## config.mk

```make
export PLATFORM = sky130hd
export DESIGN_NAME = if_id_buffer
export DESIGN_NICKNAME = d
export VERILOG_FILES = /design/src/rtl/if_id_buffer.sv
export SDC_FILE = /design/constraint.sdc
export NUM_CORES = 1
export LEC_CHECK = 0
export CORE_AREA = 2 2 141 143
export CTS_CLUSTER_SIZE = 40
export DETAILED_ROUTE_END_ITERATION = 8
export DIE_AREA = 0 0 143 145
export GPL_TIMING_DRIVEN = 0
export PLACE_DENSITY = 0.79
export SYNTH_ARGS = -nofsm -noshare
export SYNTH_HDL_FRONTEND = slang
export SYNTH_SLANG_ARGS = --single-unit
```

## constraint.sdc

```tcl
create_clock -name clk -period 3.4 [get_ports clk]
set_input_delay 0.34 -clock clk [delete_from_list [all_inputs] [get_ports clk]]
set_output_delay 0.34 -clock clk [all_outputs]
set_load 0.05 [all_outputs]
```

## src/rtl/if_id_buffer.sv

```systemverilog
// if_id_buffer: instruction fetch queue between the IF and ID stages.
//
// Entries of {in_delay_slot, pc, inst} are captured from IF whenever a fetch
// is presented and handed to ID in order, decoupling fetch from ID stalls.
// Occupancy is tracked in a separate counter so that all DEPTH+1 fill levels
// are distinguishable while the pointers simply wrap.
//
// Optional build macro IBUF_BYPASS_EN: when the queue is empty, a valid fetch
// is passed straight through to ID in the same cycle. It is written into the
// queue only if ID stalls.
module if_id_buffer #(
  parameter int unsigned DEPTH     = 4,
  parameter int unsigned AFULL_LVL = 3
) (
  input  logic                     clk,
  input  logic                     rst,
  input  logic                     if_valid_i,
  input  logic [31:0]              if_pc_i,
  input  logic [31:0]              if_inst_i,
  input  logic                     if_in_delay_slot_i,
  input  logic                     flush_i,
  input  logic                     id_stall_i,
  output logic                     id_valid_o,
  output logic [31:0]              id_pc_o,
  output logic [31:0]              id_inst_o,
  output logic                     id_in_delay_slot_o,
  output logic                     ibuf_stallreq_o,
  output logic [$clog2(DEPTH):0]   ibuf_count_o,
  output logic                     ibuf_overflow_o
);

  localparam int unsigned PtrW = $clog2(DEPTH);
  localparam int unsigned CntW = PtrW + 1;
  localparam logic [CntW-1:0] DepthCnt = CntW'(DEPTH);
  localparam logic [CntW-1:0] AfullCnt = CntW'(AFULL_LVL);

  // Entry layout: {in_delay_slot, pc[31:0], inst[31:0]}.
  logic [64:0]     mem_q [DEPTH];
  logic [64:0]     head;

  logic [PtrW-1:0] rd_ptr_q, rd_ptr_d;
  logic [PtrW-1:0] wr_ptr_q, wr_ptr_d;
  logic [CntW-1:0] count_q, count_d;
  logic            overflow_q, overflow_d;

  logic            empty;
  logic            full;
  logic            bypass;
  logic            pop;
  logic            push;
  logic            q_push;
  logic            q_pop;
  logic            drop;

  assign empty = (count_q == '0);
  assign full  = (count_q == DepthCnt);
  assign head  = mem_q[rd_ptr_q];

`ifdef IBUF_BYPASS_EN
  // Empty queue with a live fetch: ID sees the fetch directly.
  assign bypass = empty & if_valid_i & ~flush_i;
`else
  assign bypass = 1'b0;
`endif

  // Head presentation: stored entry if any, else bypassed fetch, else NOP.
  always_comb begin
    id_valid_o         = 1'b0;
    id_pc_o            = 32'h0;
    id_inst_o          = 32'h0;
    id_in_delay_slot_o = 1'b0;
    if (!empty) begin
      id_valid_o         = 1'b1;
      id_in_delay_slot_o = head[64];
      id_pc_o            = head[63:32];
      id_inst_o          = head[31:0];
    end else if (bypass) begin
      id_valid_o         = 1'b1;
      id_in_delay_slot_o = if_in_delay_slot_i;
      id_pc_o            = if_pc_i;
      id_inst_o          = if_inst_i;
    end
  end

  assign pop  = id_valid_o & ~id_stall_i & ~flush_i;
  // A pop in the same cycle frees a slot, so a full queue can still accept.
  assign push = if_valid_i & ~flush_i & (~full | pop);
  // A bypassed fetch consumed by ID never touches storage.
  assign q_pop  = pop & ~empty;
  assign q_push = push & ~(bypass & ~id_stall_i);
  // Fetch lost because the queue was full and nothing drained.
  assign drop   = if_valid_i & ~flush_i & full & ~pop;

  assign ibuf_stallreq_o = (count_q >= AfullCnt);
  assign ibuf_count_o    = count_q;
  assign ibuf_overflow_o = overflow_q;

  // Next-state for pointers, occupancy and the sticky overflow flag.
  always_comb begin
    rd_ptr_d   = rd_ptr_q;
    wr_ptr_d   = wr_ptr_q;
    count_d    = count_q;
    overflow_d = overflow_q;
    if (flush_i) begin
      rd_ptr_d   = '0;
      wr_ptr_d   = '0;
      count_d    = '0;
      overflow_d = 1'b0;
    end else begin
      if (q_push) begin
        wr_ptr_d = wr_ptr_q + PtrW'(1);
      end
      if (q_pop) begin
        rd_ptr_d = rd_ptr_q + PtrW'(1);
      end
      unique case ({q_push, q_pop})
        2'b10:   count_d = count_q + CntW'(1);
        2'b01:   count_d = count_q - CntW'(1);
        default: count_d = count_q;
      endcase
      if (drop) begin
        overflow_d = 1'b1;
      end
    end
  end

  // Control state: cleared asynchronously by reset.
  always_ff @(posedge clk or posedge rst) begin
    if (rst) begin
      rd_ptr_q   <= '0;
      wr_ptr_q   <= '0;
      count_q    <= '0;
      overflow_q <= 1'b0;
    end else begin
      rd_ptr_q   <= rd_ptr_d;
      wr_ptr_q   <= wr_ptr_d;
      count_q    <= count_d;
      overflow_q <= overflow_d;
    end
  end

  // Entry storage: no reset, validity lives entirely in count_q.
  always_ff @(posedge clk) begin
    if (q_push) begin
      mem_q[wr_ptr_q] <= {if_in_delay_slot_i, if_pc_i, if_inst_i};
    end
  end

endmodule
```

==> flow_summary.json <==
{
  "ant_nets": 0,
  "die_x_um": 143,
  "powerDensity_nw_per_um2": 598,
  "setup_viol": 0,
  "postPlaceCellArea_um2": 12300,
  "multi_input_area_um2": 2250,
  "gr-total-overflow": 0,
  "worst_ir_drop_vdd_uv": 446,
  "cpPeakStageDelay_ns": 0.70,
  "final-max-slew-violation-count": 0,
  "synthToLayoutAreaGrowth_pct": 25.4,
  "initial_utilization": 0.544,
  "vias_per_cell": 5.50,
  "clk_latency_ns": 0.52,
  "crit_buf_inv": 4,
  "ctsHoldBuffers": 0,
  "dr.first_iter.drc_count": 297,
  "clkSinkCount": 268,
  "grt_max_degree": 41,
  "drv_cap": 0,
  "drive_above_1_share": 0.191,
  "cp_cell_sequence": "nor3_4 -> inv_1 -> clkbuf_2 -> clkbuf_2 -> and2_1 -> clkdlybuf4s50_1",
  "hold_violations": 0,
  "dieArea_um2": 20700,
  "power_w": 0.00783,
  "pre_cts_slack_ns": 0.261,
  "globalplace.congestion": 0.773,
  "route.detailed.drc": 0,
  "ys_warn_count": 0,
  "max-slew-margin-rel": 0.567,
  "ioPinCount": 141,
  "cts_max_level": 1,
  "seq_area_um2": 8010,
  "grt_use_total": 0.195,
  "grt_pass1_vias": 5567,
  "tightest_slew_ns": 0.650,
  "drt_wl_total_um": 19700,
  "synthesis.area_um2": 10500,
  "die_h_um": 145,
  "final_nets": 725,
  "max_freq_mhz": 310,
  "cts_buffer_depth": 3,
  "antenna_cells": 0,
  "dr.pass1.iters": 4,
  "fill_cells": 1217,
  "critPathLaunchType": "register",
  "via_count": 5140,
  "fin_crit_ns": 3.23,
  "worstPathMaxFanout": 10,
  "grt_first_pass_wirelength_um": 30900,
  "core_area_um2": 19200,
  "path_class": "register to output pin",
  "ys_seq_elements": 268,
  "dp_hpwl_um": 12400,
  "tritoncts": "done",
  "fin_area_um2": 13100,
  "numPortBuffers": 139,
  "rows": 51,
  "crit_path_end_kind": "output pin",
  "drt-wirelength-per-cell_um": 21.1,
  "antenna_found_initial": 0,
  "ys_seq_area_frac": 0.766,
  "clock_skew_ns": 0.0110,
  "status": "completed",
  "ys_types": 37,
  "syn_area_per_cell_um2": 21.9,
  "fin_ws_ns": 0.175,
  "numCtsBuffers": 27,
  "cpLargestDelayFamily": "buffers and inverters",
  "fin_tns_setup_ns": 0,
  "cp_slowest_cell": "clkdlybuf4s50_1",
  "path_clk_slew_ns": 0.06,
  "required_ns": 3.06,
  "syn-num-nets": 553,
  "path_common_cell": "clkbuf_2",
  "synth_cells": 478,
  "cp.arrival_ns": 2.89,
  "root_buffer": "clkbuf_16",
  "p_leak_nw": 4.52,
  "min_path_type": "input port to async pin",
  "rsz0062_at_grt": "false",
  "fin_crit_sh": 0.949
}
placed cells by master, fill, tap and decap left out, types with 2 or more instances in the layout:
master | Yosys | layout
edfxtp_1 | 260 | 260
clkdlybuf4s50_1 | 0 | 109
mux4_2 | 65 | 65
and2_1 | 69 | 65
clkbuf_16 | 0 | 27
dlymetal6s2s_1 | 0 | 16
clkbuf_1 | 10 | 14
dlygate4sd2_1 | 0 | 14
buf_2 | 9 | 9
inv_1 | 8 | 8
clkinv_1 | 0 | 8
dfrtp_1 | 8 | 8
buf_12 | 3 | 5
nor2_1 | 4 | 4
and2_4 | 0 | 4
ha_1 | 4 | 4
clkinv_2 | 0 | 4
a21oi_1 | 3 | 3
nand2b_1 | 3 | 3
nand2_1 | 3 | 3
clkbuf_2 | 0 | 3
buf_6 | 2 | 2
or4_1 | 2 | 2
xor2_1 | 2 | 2
nand3b_1 | 2 | 2
o2111ai_1 | 2 | 2
buf_16 | 0 | 2
flip-flops by register name (all words and copies together), names as in the netlist:
signal           flops
mem_q              260
ibuf_count_o         3
rd_ptr_q             2
wr_ptr_q             2
ibuf_overflow_o      1
metrics by stage:
stage          hold WS (ns)  utilization  cells
2_1_floorplan         0.156            -    478
3_3_place_gp          0.495        0.634    882
3_5_place_dp          0.505        0.639    886
4_1_cts              0.0689        0.680    934
5_1_grt               0.105        0.682    934
6_report             0.0807        0.682    934
synthesized netlist by cell type, drive strengths merged:
| cell type | count | area share |
|---|---|---|
| edfxtp | 260 | 0.75 |
| and2 | 69 | 0.041 |
| mux4 | 65 | 0.14 |
| buf | 16 | 0.013 |
| clkbuf | 10 | 0.0036 |
| dfrtp | 8 | 0.019 |
| inv | 8 | 0.0029 |
| ha | 4 | 0.0048 |
| nor2 | 4 | 0.0014 |
| a21oi | 3 | 0.0014 |
| nand2 | 3 | 0.0011 |
| nand2b | 3 | 0.0018 |
| mux2 | 2 | 0.0022 |
| nand3b | 2 | 0.0014 |
| o2111ai | 2 | 0.0017 |
| or4 | 2 | 0.0014 |
| xor2 | 2 | 0.0017 |
| a211oi | 1 | 0.00072 |
| a21o | 1 | 0.00072 |
| a311oi | 1 | 0.0025 |
| a31oi | 1 | 0.00060 |
| a32oi | 1 | 0.00084 |
| a41oi | 1 | 0.00084 |
| fa | 1 | 0.0019 |
| mux2i | 1 | 0.00096 |
| nor2b | 1 | 0.00060 |
| nor3 | 1 | 0.00096 |
| nor4 | 1 | 0.00060 |
| o21ai | 1 | 0.00048 |
| o31ai | 1 | 0.00072 |
| or2 | 1 | 0.00060 |
| or3 | 1 | 0.00060 |
report_power, final:
part / leakage, nW / switching (W) / internal (W)
Sequential: 2.47 / 0.0000373 / 0.00375
Clock: 0.383 / 0.00112 / 0.00152
Combinational: 1.66 / 0.000852 / 0.000543
worst register-to-register path: stages, from the launching register on:
cell and delay (ns):
dfrtp_1 0.58, nor2_1 0.20, a311oi_4 0.48, and2_4 0.54, buf_12 0.33
final cells by class:
type,count,share of cell area
Timing Repair Buffer,143,0.115
Multi-Input combinational cell,176,0.172
Tap cell,265,0.0253
Buffer,26,0.0138
Clock buffer,34,0.0536
Clock inverter,14,0.00669
Sequential cell,268,0.611
Inverter,8,0.00229
metal layers:
layer	vias up	GRT usage	wire length (um)
met2	168	0.333	10300
met1	2658	0.261	7980
li1	2285	-	-
met4	0	0.0569	393
met5	-	0	0
met3	29	0.0320	1010
timing repair:
action | 4_1_cts | 5_1_grt
gates cloned | 0 | 0
setup endpoints to repair | 40 | 26
setup buffers | 0 | 0
gates resized for setup | 16 | 19
worst paths after layout:
kind	startpoint	to	slack, ns	cells after the start
max	ibuf_count_o[0]	id_inst_o[16]	0.17	6
max in group asynchronous	rst	ibuf_count_o[0]	3.08	2
min	rst	wr_ptr_q[0]	0.08	2
min reg2reg	ibuf_overflow_o	ibuf_overflow_o	0.52	2
min in group clk	flush_i	ibuf_overflow_o	0.28	2
max reg2reg	ibuf_count_o[0]	mem_q[3][51]	0.96	4
logic make-up (layout without fill, tap and decap cells):
logic type,count (synthesis),count (layout),share of synthesized area
buf+inv,34,225,0.0198
simple gates,88,88,0.0518
xor+xnor,2,2,0.00168
mux,68,68,0.143
fa+ha+maj,5,5,0.00671
compound gates,13,13,0.0105
flops,268,268,0.766
Note: power is estimated with default switching activity, not from simulation.
